**src/rtl/mem_port_arbiter.sv**
```systemverilog
// mem_port_arbiter
//   Shares one single-ported memory between instruction fetch and the MEM
//   stage. Fixed data-over-fetch priority, one outstanding transaction at a
//   time, one-cycle grant and completion pulses.
//
//   Optional feature macro: MEM_ARB_STARVE_GUARD_EN
//     When defined, a starvation counter forces a fetch grant after
//     STARVE_LIMIT consecutive data grants issued while fetch was waiting.
//     When undefined, data priority is strict and no counter exists.
//
// Ports
//   clk, rst                        clock, synchronous active-high reset
//   if_req/if_addr                  fetch request and address
//   if_gnt/if_rvalid/if_rdata       fetch grant pulse, data-valid pulse, data
//   d_req/d_we/d_addr/d_wdata/d_wbe data request (d_we=1 store) and payload
//   d_gnt/d_rvalid/d_rdata          data grant pulse, completion pulse, load data
//   mem_req/mem_we/mem_addr/
//   mem_wdata/mem_wbe               registered memory request, held until ack
//   mem_ack/mem_rdata               memory acknowledge and read data
//   busy                            a transaction is in flight
//   owner                           1 = data owns the port, 0 = fetch
module mem_port_arbiter #(
  parameter int unsigned ADDR_WIDTH   = 32,
  parameter int unsigned DATA_WIDTH   = 32,
  parameter int unsigned STARVE_LIMIT = 4
) (
  input  logic                      clk,
  input  logic                      rst,
  // fetch requester
  input  logic                      if_req,
  input  logic [ADDR_WIDTH-1:0]     if_addr,
  output logic                      if_gnt,
  output logic                      if_rvalid,
  output logic [DATA_WIDTH-1:0]     if_rdata,
  // data requester
  input  logic                      d_req,
  input  logic                      d_we,
  input  logic [ADDR_WIDTH-1:0]     d_addr,
  input  logic [DATA_WIDTH-1:0]     d_wdata,
  input  logic [DATA_WIDTH/8-1:0]   d_wbe,
  output logic                      d_gnt,
  output logic                      d_rvalid,
  output logic [DATA_WIDTH-1:0]     d_rdata,
  // memory side
  output logic                      mem_req,
  output logic                      mem_we,
  output logic [ADDR_WIDTH-1:0]     mem_addr,
  output logic [DATA_WIDTH-1:0]     mem_wdata,
  output logic [DATA_WIDTH/8-1:0]   mem_wbe,
  input  logic                      mem_ack,
  input  logic [DATA_WIDTH-1:0]     mem_rdata,
  // status
  output logic                      busy,
  output logic                      owner
);

  typedef enum logic [1:0] {
    IDLE    = 2'd0,
    BUSY_IF = 2'd1,
    BUSY_D  = 2'd2
  } state_t;

  state_t state;

  // High when fetch must win the arbitration ending this IDLE cycle.
  logic fetch_forced;

  if (STARVE_LIMIT == 0) begin : g_bad_limit
    $error("mem_port_arbiter: STARVE_LIMIT must be at least 1");
  end

`ifdef MEM_ARB_STARVE_GUARD_EN
  localparam int unsigned CNT_W = $clog2(STARVE_LIMIT + 1);

  logic [CNT_W-1:0] starve_cnt;

  assign fetch_forced = if_req && (starve_cnt == CNT_W'(STARVE_LIMIT));

  // Only arbitration edges (IDLE cycles) move the counter. Every outcome
  // other than "data granted while fetch waits" clears it: a fetch grant,
  // no fetch request, or an idle edge with no requests at all.
  always_ff @(posedge clk) begin
    if (rst) begin
      starve_cnt <= '0;
    end else if (state == IDLE) begin
      if (if_req && d_req && !fetch_forced)
        starve_cnt <= starve_cnt + CNT_W'(1);
      else
        starve_cnt <= '0;
    end
  end
`else
  assign fetch_forced = 1'b0;
`endif

  assign busy = (state != IDLE);

  always_ff @(posedge clk) begin
    if (rst) begin
      state     <= IDLE;
      if_gnt    <= 1'b0;
      if_rvalid <= 1'b0;
      if_rdata  <= '0;
      d_gnt     <= 1'b0;
      d_rvalid  <= 1'b0;
      d_rdata   <= '0;
      mem_req   <= 1'b0;
      mem_we    <= 1'b0;
      mem_addr  <= '0;
      mem_wdata <= '0;
      mem_wbe   <= '0;
      owner     <= 1'b0;
    end else begin
      if_gnt    <= 1'b0;
      if_rvalid <= 1'b0;
      d_gnt     <= 1'b0;
      d_rvalid  <= 1'b0;

      unique case (state)
        IDLE: begin
          if (d_req && !fetch_forced) begin
            state     <= BUSY_D;
            d_gnt     <= 1'b1;
            owner     <= 1'b1;
            mem_req   <= 1'b1;
            mem_we    <= d_we;
            mem_addr  <= d_addr;
            mem_wdata <= d_wdata;
            mem_wbe   <= d_wbe;
          end else if (if_req) begin
            state     <= BUSY_IF;
            if_gnt    <= 1'b1;
            owner     <= 1'b0;
            mem_req   <= 1'b1;
            mem_we    <= 1'b0;
            mem_addr  <= if_addr;
            mem_wdata <= '0;
            mem_wbe   <= '0;
          end
        end

        BUSY_IF: begin
          if (mem_ack) begin
            state     <= IDLE;
            mem_req   <= 1'b0;
            if_rvalid <= 1'b1;
            if_rdata  <= mem_rdata;
          end
        end

        BUSY_D: begin
          if (mem_ack) begin
            state    <= IDLE;
            mem_req  <= 1'b0;
            d_rvalid <= 1'b1;
            // mem_we still holds the latched direction of this transaction.
            d_rdata  <= mem_we ? '0 : mem_rdata;
          end
        end

        default: begin
          state   <= IDLE;
          mem_req <= 1'b0;
        end
      endcase
    end
  end

endmodule
```
**config.mk**
```make
export PLATFORM = sky130hd
export DESIGN_NAME = mem_port_arbiter
export DESIGN_NICKNAME = d
export VERILOG_FILES = /design/src/rtl/mem_port_arbiter.sv
export SDC_FILE = /design/constraint.sdc
export NUM_CORES = 1
export LEC_CHECK = 0
export BUFFER_PORTS_ARGS = -buffer_cell sky130_fd_sc_hd__buf_2
export CAP_MARGIN = 5
export CORE_ASPECT_RATIO = 1.1
export CORE_MARGIN = 8
export CORE_UTILIZATION = 31
export CTS_CLUSTER_SIZE = 24
export DETAILED_ROUTE_END_ITERATION = 6
export GPL_TIMING_DRIVEN = 1
export PLACE_DENSITY_LB_ADDON = 0.25
export SLEW_MARGIN = 30
export SYNTH_ARGS = -nofsm -noshare
export SYNTH_HDL_FRONTEND = slang
export SYNTH_SLANG_ARGS = --single-unit
```
**constraint.sdc**
```tcl
create_clock -name clk -period 1.7 [get_ports clk]
set_input_delay 0.255 -clock clk [delete_from_list [all_inputs] [get_ports clk]]
set_output_delay 0.255 -clock clk [all_outputs]
set_load 0.03 [all_outputs]
```
==> run_results.csv <==
group,metric,value,unit
status,status,"complete, no violations",
cts,cts.sinks,141,
power,fin_total_pwr,9.34,mW
cells_and_area,syn_to_final_growth,42.8,%
cts,clockBufferDepth,2,
cts,ctsRootBufferMaster,"clkbuf_16",
sta,hold_viol,0,
power,leakage,3.57,nW
cells_and_area,antenna_cells,0,
drt,dr.pass1.iters,4,
sta,min_period_over_period,0.923,
cts,cts_hold_buf,0,
power,p_seq_frac,0.391,
job,drv_cap,0,
cts,postCtsSetupRepairBufs,0,
sta,rsz0062_at_grt,"false",
global_routing,grt_max_degree,47,
worst_hold_path,hold_path_class,"primary input to flop",
synthesis,avgSynthCellArea,9.52,um^2
die,initial_core_util,0.314,
cts,clkLatencyLatePin,0.41,ns
cts,htreeDepth,4,
worst_setup_path,path_class,"flop to output port",
cells_and_area,fin_cells,1071,
sta,fin_ws,0.131,ns
worst_setup_path,end_kind,"output port",
cts,cts_tree,"yes",
cts,cts.clk_slew.worst_paths,0.06,ns
sta,drv_slew,0,
power,p_per_area,1230,nW/um^2
synthesis,synth_seq_cells,141,
worst_setup_path,critPathArrivalTime,1.31,ns
synthesis,synth_area,5320,um^2
global_routing,grt_use_total,0.154,
placed_design,place_hpwl,12600,um
cts,cts_buffers,17,
global_routing,overflow,0,
synthesis,netlist_instances,559,
global_routing,grt_pass1_wl,26600,um
drt,antenna_left,0,
cells_and_area,fillers,1680,
drt,vias_per_cell,4.53,
cells_and_area,nets,966,
synthesis,yosys_warnings,0,
worst_setup_path,path_max_fanout,3,
global_routing,antenna_found_initial,1,
global_routing,grt_pass1_vias,4912,
sta,setup_viol,0,
sta,period_needed,1.57,ns
power,power.switching,2.72,mW
die,io_pins,278,
drt,drc_errors,0,
sta,fin_tns_setup,0,ns
power,internal_power,6.61,mW
die,die_w,141,um
power,p_comb_frac,0.191,
cells_and_area,postLayoutCoreUtil,0.448,
synthesis,synth.distinct_cells,27,
placed_design,place_congestion,0.840,
drt,drtIter0Drc,197,
worst_setup_path,cp-start-kind,"flop",
placed_design,place_ws,0.164,ns
synthesis,syn-num-nets,701,
synthesis,synth_top_area_cell,"dfxtp_1",
power,peakVddDrop,0.000636,V
worst_setup_path,cp.required,1.44,ns
placed_design,numPortBuffers,277,
drt,wirelength,17100,um
sta,slew_headroom,0.611,
cells_and_area,ff_latch_area,2820,um^2
power,pwr-share-clk,0.418,
die,die_y,153,um
synthesis,synthTopCellsByArea,"dfxtp_1 53%, nand2_1 7.5%, a211oi_2 7.5%, a21oi_1 7.0%, mux2i_1 6.0%",
sta,worstMarginPinSlew,0.584,ns
sta,max_freq,637,MHz
die,die-area,21600,um^2
cells_and_area,multi_input_area,2250,um^2
sta,clock_skew,0.00653,ns
drt,avgRoutedWirePerCell,16.0,um
synthesis,seq_area_frac_synth,0.530,
drt,routed-via-count,4850,
placed_design,dpl.cell_count,1039,
power,p_sw_frac,0.292,
die,fp-row-count,50,
die,core_region_area,17000,um^2
synthesis,synth_top_area_frac,0.530,
cells_and_area,drive_above_1_share,0.434,
-- power by group through the flow --
stage / clock network (mW) / logic (mW) / registers [mW]
2_1_floorplan: 0 / 0.724 / 4.17
3_3_place_gp: 0 / 1.79 / 3.72
3_5_place_dp: 0 / 1.80 / 3.72
4_1_cts: 4.02 / 1.81 / 3.65
5_1_grt: 4.19 / 1.93 / 3.68
6_report: 3.91 / 1.78 / 3.65
-- layout make-up --
type / count / area share
timing repair buffer: 295 / 0.211
multi-input combinational: 366 / 0.296
inverter: 3 / 0.00148
clock buffer: 18 / 0.0565
tap: 234 / 0.0385
sequential: 141 / 0.371
clock inverter: 14 / 0.0252
-- cell usage in the layout, fill, tap and decap left out --
| master | instances |
|---|---|
| buf_4 | 14 |
| nand2b_1 | 2 |
| mux2i_1 | 32 |
| nand3_1 | 37 |
| or2_0 | 1 |
| nor3_1 | 1 |
| clkinv_4 | 2 |
| nor4b_1 | 1 |
| o21ai_2 | 1 |
| nor3_4 | 1 |
| clkinv_2 | 4 |
| nand2_1 | 107 |
| dfxtp_1 | 141 |
| a21oi_1 | 73 |
| a211oi_2 | 32 |
| inv_2 | 1 |
| nor2b_1 | 1 |
| and2_1 | 1 |
| o32a_1 | 1 |
| clkbuf_1 | 1 |
| buf_6 | 1 |
| inv_1 | 2 |
| o21a_2 | 1 |
| a21oi_2 | 1 |
| inv_6 | 3 |
| buf_12 | 6 |
| bufinv_16 | 4 |
| a211oi_1 | 1 |
| nor3b_1 | 1 |
| ha_1 | 4 |
| clkinvlp_4 | 1 |
| clkbuf_16 | 17 |
| nor2_1 | 35 |
| buf_2 | 274 |
| a22o_1 | 32 |
-- sequential cells by signal, summed over array words and instances, names as in the netlist, 2 cells and up --
| register | cells |
|---|---|
| d_rdata | 32 |
| mem_wdata | 32 |
| state | 2 |
| if_rdata | 32 |
| mem_addr | 32 |
| mem_wbe | 4 |
-- repair_timing --
action                     4_1_cts  5_1_grt
hold endpoints to repair         0        0
setup endpoints to repair        1        1
gates resized for setup          1        2
-- cell families after synthesis --
family | share of synthesized area
muxes | 0.0602
and+or+nand+nor | 0.147
DFF | 0.530
AOI/OAI and AO/OA | 0.203
buffers and inverters | 0.0505
adders and majority gates | 0.00940
-- layer usage --
metal | up-vias | share of wire | track usage
met4 | 2 | 0.015 | 0.0456
met5 | - | 0.00058 | 0
met2 | 201 | 0.46 | 0.250
met3 | 17 | 0.12 | 0.0863
li1 | 2468 | - | -
met1 | 2162 | 0.40 | 0.169
-- synthesized netlist by cell type (all sizes together) --
cell,number
dfxtp,141
nand2,107
a21oi,74
buf,41
nand3,37
nor2,35
a211oi,33
a22o,32
mux2i,32
clkbuf,8
ha,4
inv,3
nand2b,2
nor3,2
and2,1
nor2b,1
nor3b,1
nor4b,1
o21a,1
o21ai,1
o32a,1
or2,1
-- path summary, 6_finish.rpt --
check                startpoint            to  slack [ns]  cells after the start
setup / recovery       state[0]          busy        0.13                      4
hold / removal    mem_rdata[15]   d_rdata[15]        0.07                      2
setup reg to reg       state[1]  mem_addr[13]        0.17                      6
hold reg to reg      mem_wbe[0]    mem_wbe[0]        0.45                      2
-- metrics by stage --
| step | cell area, um^2 | hold slack (ns) |
|---|---|---|
| after global placement | 6980 | 0.436 |
| after global routing | 7600 | 0.0480 |
| after floorplan | 5320 | 0.381 |
| after CTS | 7600 | 0.0440 |
| final | 7600 | 0.0696 |
| after detailed placement | 6980 | 0.440 |
-- worst max-delay path: stages, from the launching register on --
cell	delay, ns
dfxtp_1	0.36
inv_1	0.09
ha_1	0.23
inv_2	0.09
buf_6	0.14
No activity file was read; power rests on OpenSTA's default activity.
